**config.mk**
```make
export PLATFORM = sky130hd
export DESIGN_NAME = axi_rd_chop
export DESIGN_NICKNAME = d
export VERILOG_FILES = /design/src/rtl/axi_defs.sv /design/src/rtl/axi_rd_chop.sv
export SDC_FILE = /design/constraint.sdc
export NUM_CORES = 1
export LEC_CHECK = 0
export BUFFER_PORTS_ARGS = -buffer_cell sky130_fd_sc_hd__buf_2
export CAP_MARGIN = 30
export CORE_ASPECT_RATIO = 0.6
export CORE_UTILIZATION = 35
export DETAILED_ROUTE_END_ITERATION = 12
export GPL_ROUTABILITY_DRIVEN = 0
export PLACE_DENSITY = 0.73
export SKIP_LAST_GASP = 1
export SLEW_MARGIN = 0
export SYNTH_ARGS = -nofsm -noshare
export SYNTH_HDL_FRONTEND = slang
export SYNTH_SLANG_ARGS = --single-unit
```
**constraint.sdc**
```tcl
create_clock -name clock -period 2 [get_ports clock]
set_input_delay 0.1 -clock clock [delete_from_list [all_inputs] [get_ports clock]]
set_output_delay 0.1 -clock clock [all_outputs]
set_load 0.1 [all_outputs]
```
**src/rtl/axi_defs.sv**
```systemverilog
// Shared AXI encodings and the read-chopper state type.
package axi_defs;

    localparam logic [1:0] BURST_INCR    = 2'b01;
    localparam logic [1:0] AXI_RESP_OKAY = 2'b00;

    typedef enum logic [1:0] {
        IDLE  = 2'd0,
        ISSUE = 2'd1,
        DRAIN = 2'd2
    } chop_state_e;

endpackage

```
**src/rtl/axi_rd_chop.sv**
```systemverilog
// Splits one upstream AXI INCR read into CHOP_BEATS-sized downstream bursts
// and passes the returned data straight back, regenerating RLAST locally.
module axi_rd_chop
    import axi_defs::*;
#(
    parameter int ADDRS        = 32,
    parameter int WIDTH        = 32,
    parameter int MASKS        = WIDTH / 8,
    parameter int AXI_ID_WIDTH = 4,
    parameter int CHOP_BEATS   = 4
) (
    input  logic                    clock,
    input  logic                    reset_n,
    input  logic                    s_arvalid_i,
    output logic                    s_arready_o,
    input  logic [ADDRS-1:0]        s_araddr_i,
    input  logic [AXI_ID_WIDTH-1:0] s_arid_i,
    input  logic [7:0]              s_arlen_i,
    input  logic [1:0]              s_arburst_i,
    output logic                    s_rvalid_o,
    input  logic                    s_rready_i,
    output logic                    s_rlast_o,
    output logic [1:0]              s_rresp_o,
    output logic [AXI_ID_WIDTH-1:0] s_rid_o,
    output logic [WIDTH-1:0]        s_rdata_o,
    output logic                    m_arvalid_o,
    input  logic                    m_arready_i,
    output logic [ADDRS-1:0]        m_araddr_o,
    output logic [AXI_ID_WIDTH-1:0] m_arid_o,
    output logic [7:0]              m_arlen_o,
    output logic [1:0]              m_arburst_o,
    input  logic                    m_rvalid_i,
    output logic                    m_rready_o,
    input  logic                    m_rlast_i,
    input  logic [1:0]              m_rresp_i,
    input  logic [AXI_ID_WIDTH-1:0] m_rid_i,
    input  logic [WIDTH-1:0]        m_rdata_i,
    output logic                    err_o
);

    localparam int                SUB_W    = $clog2(CHOP_BEATS);
    localparam logic [ADDRS-1:0]  STRIDE   = ADDRS'(CHOP_BEATS * MASKS);
    localparam logic [8:0]        CHOP9    = 9'(CHOP_BEATS);
    localparam logic [SUB_W-1:0]  SUB_LAST = SUB_W'(CHOP_BEATS - 1);

    chop_state_e             state, state_nxt;
    logic [ADDRS-1:0]        addr_q;
    logic [AXI_ID_WIDTH-1:0] id_q;
    logic [8:0]              ar_left;
    logic [8:0]              beat_cnt;
    logic [SUB_W-1:0]        sub_cnt;
    logic                    arvalid_q;
    logic                    arready_q;
    logic                    err_q;

    logic busy;
    logic ar_hs;
    logic m_ar_hs;
    logic r_hs;
    logic last_chunk;
    logic sub_end;
    logic err_set;

    assign busy       = (state != IDLE);
    assign ar_hs      = s_arvalid_i & arready_q;
    assign m_ar_hs    = arvalid_q & m_arready_i;
    assign last_chunk = (ar_left <= CHOP9);

    assign s_arready_o = arready_q;
    assign m_arvalid_o = arvalid_q;
    assign m_araddr_o  = addr_q;
    assign m_arid_o    = id_q;
    assign m_arburst_o = BURST_INCR;
    assign m_arlen_o   = last_chunk ? (ar_left[7:0] - 8'd1) : 8'(CHOP_BEATS - 1);

    assign s_rvalid_o = busy & m_rvalid_i;
    assign m_rready_o = busy & s_rready_i;
    assign s_rdata_o  = m_rdata_i;
    assign s_rresp_o  = m_rresp_i;
    assign s_rid_o    = m_rid_i;
    assign r_hs       = s_rvalid_o & s_rready_i;
    assign s_rlast_o  = s_rvalid_o & (beat_cnt == 9'd1);

    // A sub-burst ends every CHOP_BEATS beats, or at the overall final beat.
    assign sub_end = (sub_cnt == SUB_LAST) | (beat_cnt == 9'd1);
    assign err_set = (ar_hs & (s_arburst_i != BURST_INCR))
                   | (~busy & m_rvalid_i)
                   | (r_hs & (m_rlast_i != sub_end));

    always_comb begin
        state_nxt = state;
        case (state)
            IDLE:    if (ar_hs) state_nxt = ISSUE;
            ISSUE:   if (m_ar_hs && last_chunk) state_nxt = DRAIN;
            DRAIN:   if (r_hs && (beat_cnt == 9'd1)) state_nxt = IDLE;
            default: state_nxt = IDLE;
        endcase
    end

    // AR handshakes (next sub-burst) and R handshakes (beat counting) can
    // land in the same cycle, so they update independent registers.
    always_ff @(posedge clock or negedge reset_n) begin
        if (!reset_n) begin
            state     <= IDLE;
            addr_q    <= '0;
            id_q      <= '0;
            ar_left   <= '0;
            beat_cnt  <= '0;
            sub_cnt   <= '0;
            arvalid_q <= 1'b0;
            arready_q <= 1'b0;
            err_q     <= 1'b0;
        end else begin
            state     <= state_nxt;
            arready_q <= (state_nxt == IDLE);
            arvalid_q <= (state_nxt == ISSUE);
            err_q     <= err_q | err_set;
            if (ar_hs) begin
                addr_q   <= s_araddr_i;
                id_q     <= s_arid_i;
                ar_left  <= {1'b0, s_arlen_i} + 9'd1;
                beat_cnt <= {1'b0, s_arlen_i} + 9'd1;
                sub_cnt  <= '0;
            end else begin
                if (m_ar_hs) begin
                    if (last_chunk) begin
                        ar_left <= '0;
                    end else begin
                        ar_left <= ar_left - CHOP9;
                        addr_q  <= addr_q + STRIDE;
                    end
                end
                if (r_hs) begin
                    beat_cnt <= beat_cnt - 9'd1;
                    sub_cnt  <= sub_cnt + 1'b1;
                end
            end
        end
    end

    assign err_o = err_q;

endmodule

```
Word-level counts from Yosys, hierarchy flattened
Cells that the tools add are included.
{"block": "totals", "inputBits": 91, "regBits": 61, "output_inout_bits": 90}
{"block": "op_classes", "n_reduce_logical": 8, "n_mux": 15, "magnitude_cmp": 1, "add_sub_neg": 6, "n_bitwise": 14, "eq_ne": 8}
{"cell": "32-bit 2-to-1 mux", "n": 3}
{"cell": "9-bit 2-to-1 mux", "n": 5}
{"cell": "32-bit by 5-bit adder with 32-bit output, second input constant", "n": 1}
{"cell": "2-bit 2-to-1 mux", "n": 5}
{"cell": "8-bit by 1-bit adder with 9-bit output, second input constant", "n": 1}
{"cell": "1-bit AND", "n": 9}
{"cell": "9-bit by 1-bit == test with 1-bit output, second input constant", "n": 1}
{"cell": "9-bit by 3-bit <= comparator with 1-bit output, second input constant", "n": 1}
{"cell": "9-bit by 1-bit subtractor with 9-bit output, second input constant", "n": 1}
{"cell": "9-bit by 3-bit subtractor with 9-bit output, second input constant", "n": 1}
{"cell": "8-bit 2-to-1 mux", "n": 1}
{"cell": "8-bit by 1-bit subtractor with 8-bit output, second input constant", "n": 1}
{"cell": "2-bit one-hot mux with 3 select lines", "n": 1}
{"cell": "2-bit nonzero test", "n": 3}
{"cell": "2-bit by 1-bit == test with 1-bit output, second input constant", "n": 2}
{"cell": "2-bit == test, second input constant", "n": 2}
{"cell": "2-bit logical NOT", "n": 2}
{"cell": "1-bit OR", "n": 4}
{"cell": "2-bit by 1-bit adder with 2-bit output, second input constant", "n": 1}
{"cell": "1-bit logical AND", "n": 2}
{"cell": "2-bit by 1-bit inequality test with 1-bit output, second input constant", "n": 1}
{"cell": "2-bit inequality test, second input constant", "n": 1}
{"cell": "2-bit AND reduction", "n": 1}
{"cell": "1-bit inequality test", "n": 1}
{"cell": "1-bit NOT", "n": 1}

Logic depth before layout (Yosys ltp)
Gate-level depths: netlist (run 1).
{"block": "logic_depth", "depth_word": 7, "mapped_depth": 8, "depth_no_buf": 7}

Least setup slack after synthesis (run 1)
Ideal clock, no wire load.
{"block": "synth_timing", "path_type": "register to output", "startpoint": "register beat_cnt[7]", "endpoint": "output port s_rlast_o", "stages_incl_launch_ff": 4, "slack_ns": -1.306, "t_arrival_ns": 3.206, "t_required_ns": 1.900, "path_cell_list": "dfrtp_1 nor4_1 nand4b_1 nor3b_1"}
{"block": "synth_between", "elab_chain_len": 2}
{"element": "start: declaration", "line_no": "axi_rd_chop.sv:50", "rtl": "logic [8:0] beat_cnt;"}
{"element": "start signal: assignment", "line_no": "axi_rd_chop.sv:122", "rtl": "beat_cnt <= {1'b0, s_arlen_i} + 9'd1;"}
{"element": "start signal: assignment", "line_no": "axi_rd_chop.sv:134", "rtl": "beat_cnt <= beat_cnt - 9'd1;"}
{"element": "9-bit by 1-bit == test with 1-bit output", "line_no": "axi_rd_chop.sv:82", "rtl": "assign s_rlast_o = s_rvalid_o & (beat_cnt == 9'd1);"}
{"element": "1-bit AND", "line_no": "axi_rd_chop.sv:82"}
{"element": "end: declaration", "line_no": "axi_rd_chop.sv:22", "rtl": "output logic s_rlast_o,"}
No other way between the ends.

Final worst setup path (run 1)
{"block": "layout_timing", "startpoint": "register ar_left[4]", "endpoint": "output port m_arlen_o[4]"}
{"block": "layout_between", "elab_chain_len": 2}
{"element": "start: declaration", "line_no": "axi_rd_chop.sv:49", "rtl": "logic [8:0] ar_left;"}
{"element": "start signal: assignment", "line_no": "axi_rd_chop.sv:121", "rtl": "ar_left <= {1'b0, s_arlen_i} + 9'd1;"}
{"element": "start signal: assignment", "line_no": "axi_rd_chop.sv:129", "rtl": "ar_left <= ar_left - CHOP9;"}
{"element": "8-bit by 1-bit subtractor with 8-bit output or 9-bit by 3-bit <= comparator with 1-bit output (tied branches)", "line_no": "axi_rd_chop.sv:74, axi_rd_chop.sv:67"}
{"element": "8-bit 2-to-1 mux *", "line_no": "axi_rd_chop.sv:74", "rtl": "assign m_arlen_o = last_chunk ? (ar_left[7:0] - 8'd1) : 8'(CHOP_BEATS - 1);"}
{"element": "end: declaration", "line_no": "axi_rd_chop.sv:30", "rtl": "output logic [7:0] m_arlen_o,"}
Every way passes the cells marked *; elsewhere a longest branch is shown, timed or not.

==> flow_summary.json, run 1 <==
{
  "period_share": 1.084,
  "setup_slack_ns": -0.1674,
  "path_cells": "or4_4 > or3_4 > buf_12 > nor2_4 > buf_12",
  "synth-main-ff-cell": "dfrtp_1",
  "ys_types": 49,
  "syn_inst": 457,
  "seq_area_frac_synth": 0.3946,
  "area_delta_synth_final_pct": 46.22,
  "clock_path_buffers": 2,
  "cts_tree": "built",
  "critical_path_class": "flop to primary output",
  "drc_errors": 0,
  "hold_viol_final": 0,
  "worst_slew_pin_slew_ns": 0.7092,
  "end_kind": "primary output",
  "start_util": 0.3627,
  "synth_largest_area_cell": "dfrtp_1",
  "vias": 3830,
  "detail-route-antenna-nets": 0,
  "power_leakage_nw": 2.428,
  "cp_max_fo": 6,
  "timing.hold.ws_ns": 0.02902,
  "path_delay_family": "simple AND/OR/NAND/NOR gates",
  "cts-root-buf": "clkbuf_16",
  "hp-class": "input pin to flop",
  "num_antenna_cells": 0,
  "antenna_found_initial": 0,
  "grt_max_degree": 55,
  "io_buffers": 102,
  "crit_buf_inv": 2,
  "wirelength_mm": 11.35,
  "relSlewSlack": 0.5222,
  "p_per_area_mw_per_mm2": 1804,
  "violations": "negative setup slack",
  "htreeDepth": 3,
  "arrival_ns": 2.07,
  "path_clk_slew_ns": 0.05,
  "ios": 181,
  "grt_pass1_wl_mm": 17.47,
  "grt_pass1_vias": 3581,
  "via_per_inst": 5.327,
  "status": "finished, violations left",
  "peakVddDrop_mv": 1.099,
  "path_common_cell": "buf_12",
  "p_total_w": 0.01021,
  "cp-start-kind": "flop",
  "finalSetupTns_ns": -3.248,
  "max_stage_delay_ns": 0.56,
  "nets": 675,
  "worst-endpoint-required_ns": 1.90,
  "drt_iter0_markers": 276,
  "grt_use_total": 0.1969,
  "die_x_um": 137.7,
  "clock_skew_ns": 0.005693,
  "clkLatencyLatePin_ns": 0.33,
  "slew_viol_final": 0,
  "synth_top_area_frac": 0.3946,
  "drtPass1Iterations": 6,
  "cap_violations": 0,
  "finalCriticalPeriod_ns": 2.167,
  "row_count": 29,
  "cts_made_buffers": 9,
  "syn_area_mm2": 0.003869,
  "grt_setup_unrepaired": "true",
  "die_area_mm2": 0.01149,
  "syn-num-nets": 557,
  "synthTopCellsByArea": "dfrtp_1, buf_4, nand2_1, xnor2_1, o21ai_0",
  "hpwl_mm": 7.763,
  "fp.dieH_um": 83.44,
  "synth-edff-count": 0,
  "syn_area_per_cell_um2": 8.465,
  "synth_warnings": 0,
  "avgRoutedWirePerCell_um": 15.79,
  "layout-drive-gt1-share": 0.4017,
  "synthArstFlopShare": 1.000,
  "slowest_stage": "or4_4",
  "clock-sinks": 61,
  "overflow": 0,
  "fmax_ghz": 0.4614,
  "ys_ff_latch": 61,
  "setup_viol": 40,
  "core_mm2": 0.01067
}
[cells by family (layout without fill, tap and decap cells)]
kind of cell / count (synthesis) / count (layout) / share of synthesized area
xor gates and xnor gates: 35 / 35 / 0.07924
DFF: 61 / 61 / 0.3946
adders and majority gates: 9 / 9 / 0.02911
and+or+nand+nor: 193 / 193 / 0.2380
other: 2 / 2 / 0.001941
buffers and inverters: 69 / 192 / 0.1083
AOI/OAI and AO/OA: 88 / 88 / 0.1488
[per-stage QoR]
stage / instances / worst slack (ns) / area (µm²) / utilization
2_1_floorplan: 457 / -0.1213 / 4075 / -
3_3_place_gp: 667 / 0.05328 / 4708 / 0.4414
3_5_place_dp: 667 / -0.02645 / 4708 / 0.4414
4_1_cts: 713 / -0.1890 / 5408 / 0.5069
5_1_grt: 719 / -0.2137 / 5657 / 0.5303
6_report: 719 / -0.1674 / 5657 / 0.5303
[worst reg2reg max path, cell delays in order (launching register included)]
cell and delay, ns:
dfrtp_1 0.37, or4_4 0.56, or3_4 0.37, buf_4 0.15, buf_6 0.12, nor2_8 0.10
o311ai_2 0.09, a22o_1 0.27
[cell type report]
class,count,area [µm²]
inverters,12,45.04
repair buffers,164,1241
flip-flops and latches,61,1605
clock inverters,3,65.06
multi-input cells,327,2246
fillers,951,5011
well taps,139,173.9
clock buffers,13,280.3
[worst paths after layout]
path	cells after the start	from	end	slack, ns
setup / recovery	5	ar_left[4]	m_arlen_o[4]	-0.17
hold / removal	3	s_araddr_i[23]	m_araddr_o[23]	0.03
setup reg to reg	7	ar_left[4]	ar_left[7]	-0.13
hold reg to reg	2	m_araddr_o[3]	m_araddr_o[3]	0.47
max in group asynchronous	3	reset_n	m_araddr_o[10]	1.27
min in group asynchronous	2	reset_n	m_arid_o[0]	0.15
[routing by layer]
layer	part of all wire	track usage	vias up
li1	-	-	1787
met1	0.45	0.2732	1863
met2	0.46	0.2901	150
met3	0.073	0.06105	30
met4	0.014	0.06225	0
met5	0	0	-
[what timing repair did]
| action | in CTS | in global routing |
|---|---|---|
| setup buffers | 3 | 5 |
| pin swaps | 2 | 39 |
| hold buffers | 27 | 0 |
| cloned | 0 | 1 |
| gates resized for setup | 16 | 61 |
| endpoints found under the setup margin | 13 | 42 |
| hold endpoints to repair | 87 | 0 |
[sequential cells by signal, indices dropped and copies added (netlist names)]
name	flops
sub_cnt	2
m_arid_o	4
m_araddr_o	32
s_arready_o	1
state	2
m_arvalid_o	1
ar_left	9
err_o	1
beat_cnt	9
[synth_stat cells (2+ instances only)]
cell       n
dfrtp_1   61
buf_1      3
conb_1     2
nand3_1   13
and3_1     4
and4_1     2
inv_1     12
nand2_1   75
clkbuf_1  11
o22a_1     2
buf_2      2
and2_1     3
nor4_1    11
a31oi_1   14
or3_1      5
nor2_1    41
a21oi_1   11
xor2_1    12
a211oi_1   3
nor3_1    13
nor2b_1    3
or4_1      7
buf_4     40
ha_1       9
xnor2_1   23
o211ai_1   2
or2_2      2
nand2b_1   3
o21a_1     5
o31ai_1    8
o21ai_0   32
nand4_1    6
[placed cells by master (no fill, tap or decap), types with 11 or more instances in the layout]
cell type / synthesis / final
xor2_1: 12 / 12
o21ai_0: 32 / 12
buf_2: 2 / 93
inv_1: 12 / 11
dlygate4sd3_1: 0 / 27
nor2_1: 41 / 35
dfrtp_2: 0 / 12
nand3_1: 13 / 11
a31oi_1: 14 / 14
buf_12: 0 / 11
o21ai_1: 0 / 19
a21oi_1: 11 / 11
buf_4: 40 / 23
nand2_1: 75 / 71
dfrtp_4: 0 / 17
dfrtp_1: 61 / 32
xnor2_1: 23 / 22
[where the power goes]
group | internal, W | total, W | switching (W)
Clock | 0.00122 | 0.00178 | 0.000557
Sequential | 0.00192 | 0.00260 | 0.000682
Combinational | 0.00148 | 0.00582 | 0.00435
Total | 0.00462 | 0.0102 | 0.00558
No activity file was read; power rests on OpenSTA's default activity.
==> run 2, diff against run 1 <==
--- a/config.mk
+++ b/config.mk
@@ -12,6 +12,8 @@
 export DETAILED_ROUTE_END_ITERATION = 12
 export GPL_ROUTABILITY_DRIVEN = 0
 export PLACE_DENSITY = 0.73
+export REMOVE_ABC_BUFFERS = 1
+export SETUP_SLACK_MARGIN = 0.3
 export SKIP_LAST_GASP = 1
 export SLEW_MARGIN = 0
 export SYNTH_ARGS = -nofsm -noshare
==> run 2 against run 1 <==
  * Via count up 2.0%
  * First-iteration DRC count down 15%
  * Clock power down 13%
  * Fmax down 2.5%
  * Register-to-register slack about the same
  * The flow still finishes with violations (negative setup slack)
  * Highest routed layer unchanged
  * Count of clock-buffer cells in the layout down 1
  * Design area down 3.0%
  * Combinational power up 3.8%
  * Global-route usage up 3.3 points
==> flow_summary.json, run 2 (synthesized netlist as in run 1, its figures left out) <==
{
  "status": "finished, violations left",
  "violations": "negative setup slack",
  "cts_made_buffers": 9,
  "worst_slew_pin_slew_ns": 0.7120,
  "intPower_w": 0.004371,
  "setup_slack_ns": -0.2232,
  "p_per_area_mw_per_mm2": 1812,
  "antenna_found_initial": 0,
  "path_clk_slew_ns": 0.05,
  "clkLatencyLatePin_ns": 0.33,
  "htreeDepth": 3,
  "cts_tree": "built",
  "cts-root-buf": "clkbuf_16",
  "via_per_inst": 5.343,
  "layout_commonest_cell": "buf_2",
  "worst-endpoint-required_ns": 1.90,
  "hpwl_mm": 9.279,
  "critical_path_class": "flop to primary output",
  "wl_met3_mm": 1.549,
  "grt_max_degree": 36,
  "grt_pass1_vias": 3743,
  "avgRoutedWirePerCell_um": 18.12,
  "fmax_ghz": 0.4498,
  "finish.utilization": 0.5144,
  "row_count": 29,
  "mostFrequentLayoutCells": "buf_2, nand2_1, dfrtp_1",
  "ios": 181,
  "power.switching_w": 0.005575,
  "overflow": 0,
  "wirelength_mm": 13.24,
  "drtPass1Iterations": 5,
  "finalCriticalPeriod_ns": 2.223,
  "end_kind": "primary output",
  "top_layer": "met4",
  "nFillCells": 977,
  "die_x_um": 137.7,
  "die_area_mm2": 0.01149,
  "cp-start-kind": "flop",
  "clock_path_buffers": 2,
  "period_share": 1.112,
  "start_util": 0.3627,
  "power_frac_comb": 0.607,
  "dr_wl_met2_mm": 5.451,
  "io_buffers": 102,
  "area_delta_synth_final_pct": 41.85,
  "power_leakage_nw": 2.404,
  "relSlewSlack": 0.5203,
  "vias": 3906,
  "hold_viol_final": 0,
  "met1_length_mm": 6.078,
  "clock_skew_ns": 0.005228,
  "p_clk_frac": 0.155,
  "cp_max_fo": 6,
  "detail-route-antenna-nets": 0,
  "nets": 687,
  "core_mm2": 0.01067,
  "arrival_ns": 2.12,
  "dp_cells": 679,
  "grt_use_total": 0.2300,
  "drt_iter0_markers": 234,
  "layout-drive-gt1-share": 0.3446,
  "drc_errors": 0,
  "grt_pass1_wl_mm": 19.75,
  "seq_power_share": 0.238,
  "setup_viol": 39,
  "hp-class": "input pin to flop",
  "fp.dieH_um": 83.44,
  "largest_reg_flops": 32,
  "final_cells": 731,
  "cap_violations": 0,
  "slew_viol_final": 0,
  "clock-sinks": 61,
  "grt_setup_unrepaired": "true",
  "peakVddDrop_mv": 1.233,
  "num_antenna_cells": 0,
  "switching_share": 0.5605
}
run 2: cell count changes in the layout (fill, tap and decap cells not counted), sizes merged:
| cell | delta |
|---|---|
| clkinv | +1 |
| dlygate4sd3 | -3 |
| buf | +15 |
| clkbuf | -1 |
| clkinvlp | +1 |
| bufinv | -1 |
run 2: power groups by stage:
stage,registers (W),logic [W],clock network (W)
3_5_place_dp,0.00232,0.00550,0
5_1_grt,0.00244,0.00637,0.00162
4_1_cts,0.00233,0.00586,0.00157
2_1_floorplan,0.00492,0.00155,0
6_report,0.00237,0.00604,0.00154
3_3_place_gp,0.00228,0.00543,0
run 2: area by class of cell:
class / instances / area [µm²] / area share
Sequential cell: 61 / 1529 / 0.2786
Tap cell: 139 / 173.9 / 0.03169
Multi-Input combinational cell: 327 / 2135 / 0.3890
Clock buffer: 12 / 246.5 / 0.04492
Clock inverter: 4 / 47.55 / 0.008664
Inverter: 12 / 45.04 / 0.008208
Timing Repair Buffer: 176 / 1311 / 0.2389
run 2: final timing paths:
kind	startpoint	endpoint	slack (ns)	depth (start not counted)
setup / recovery	ar_left[5]	m_arlen_o[7]	-0.22	5
hold / removal	s_araddr_i[22]	m_araddr_o[22]	0.02	3
setup reg to reg	ar_left[5]	ar_left[7]	-0.14	7
hold reg to reg	m_arid_o[0]	m_arid_o[0]	0.47	2
max in group asynchronous	reset_n	beat_cnt[4]	1.01	3
min in group asynchronous	reset_n	m_araddr_o[24]	0.33	2
run 2: stage by stage:
stage                     instance area, µm²   TNS, ns  hold slack [ns]  power, W  worst slack (ns)
after global placement                  4583  -0.01084           0.1559  0.007713          -0.01084
final                                   5488    -2.676          0.01787  0.009946           -0.2232
after floorplan                         3495    -31.38          -0.1956  0.006477            -1.306
after global routing                    5488    -5.051          0.03117   0.01043           -0.2503
after detailed placement                4583   -0.2325           0.1743  0.007828          -0.08883
after CTS                               5396    -2.259         0.009587  0.009755           -0.2180
run 2: critical path: stages, from the launching register on:
cell,delay [ns]
dfrtp_1,0.40
or4_4,0.55
or3_4,0.36
buf_8,0.16
nor2_4,0.13
buf_12,0.18
run 2: repair_timing:
action / 4_1_cts / 5_1_grt
hold buffers: 24 / 0
gates resized for setup: 57 / 22
pin swaps: 16 / 12
endpoints found under the hold margin: 49 / 0
endpoints found under the setup margin: 49 / 50
cloned: 1 / 0
setup buffers: 11 / 0
run 2: per-layer routing:
metal,vias to the layer above,GRT usage
met5,-,0.05093
met4,0,0.05731
met3,15,0.1233
met2,206,0.3134
met1,1876,0.3092
li1,1809,-
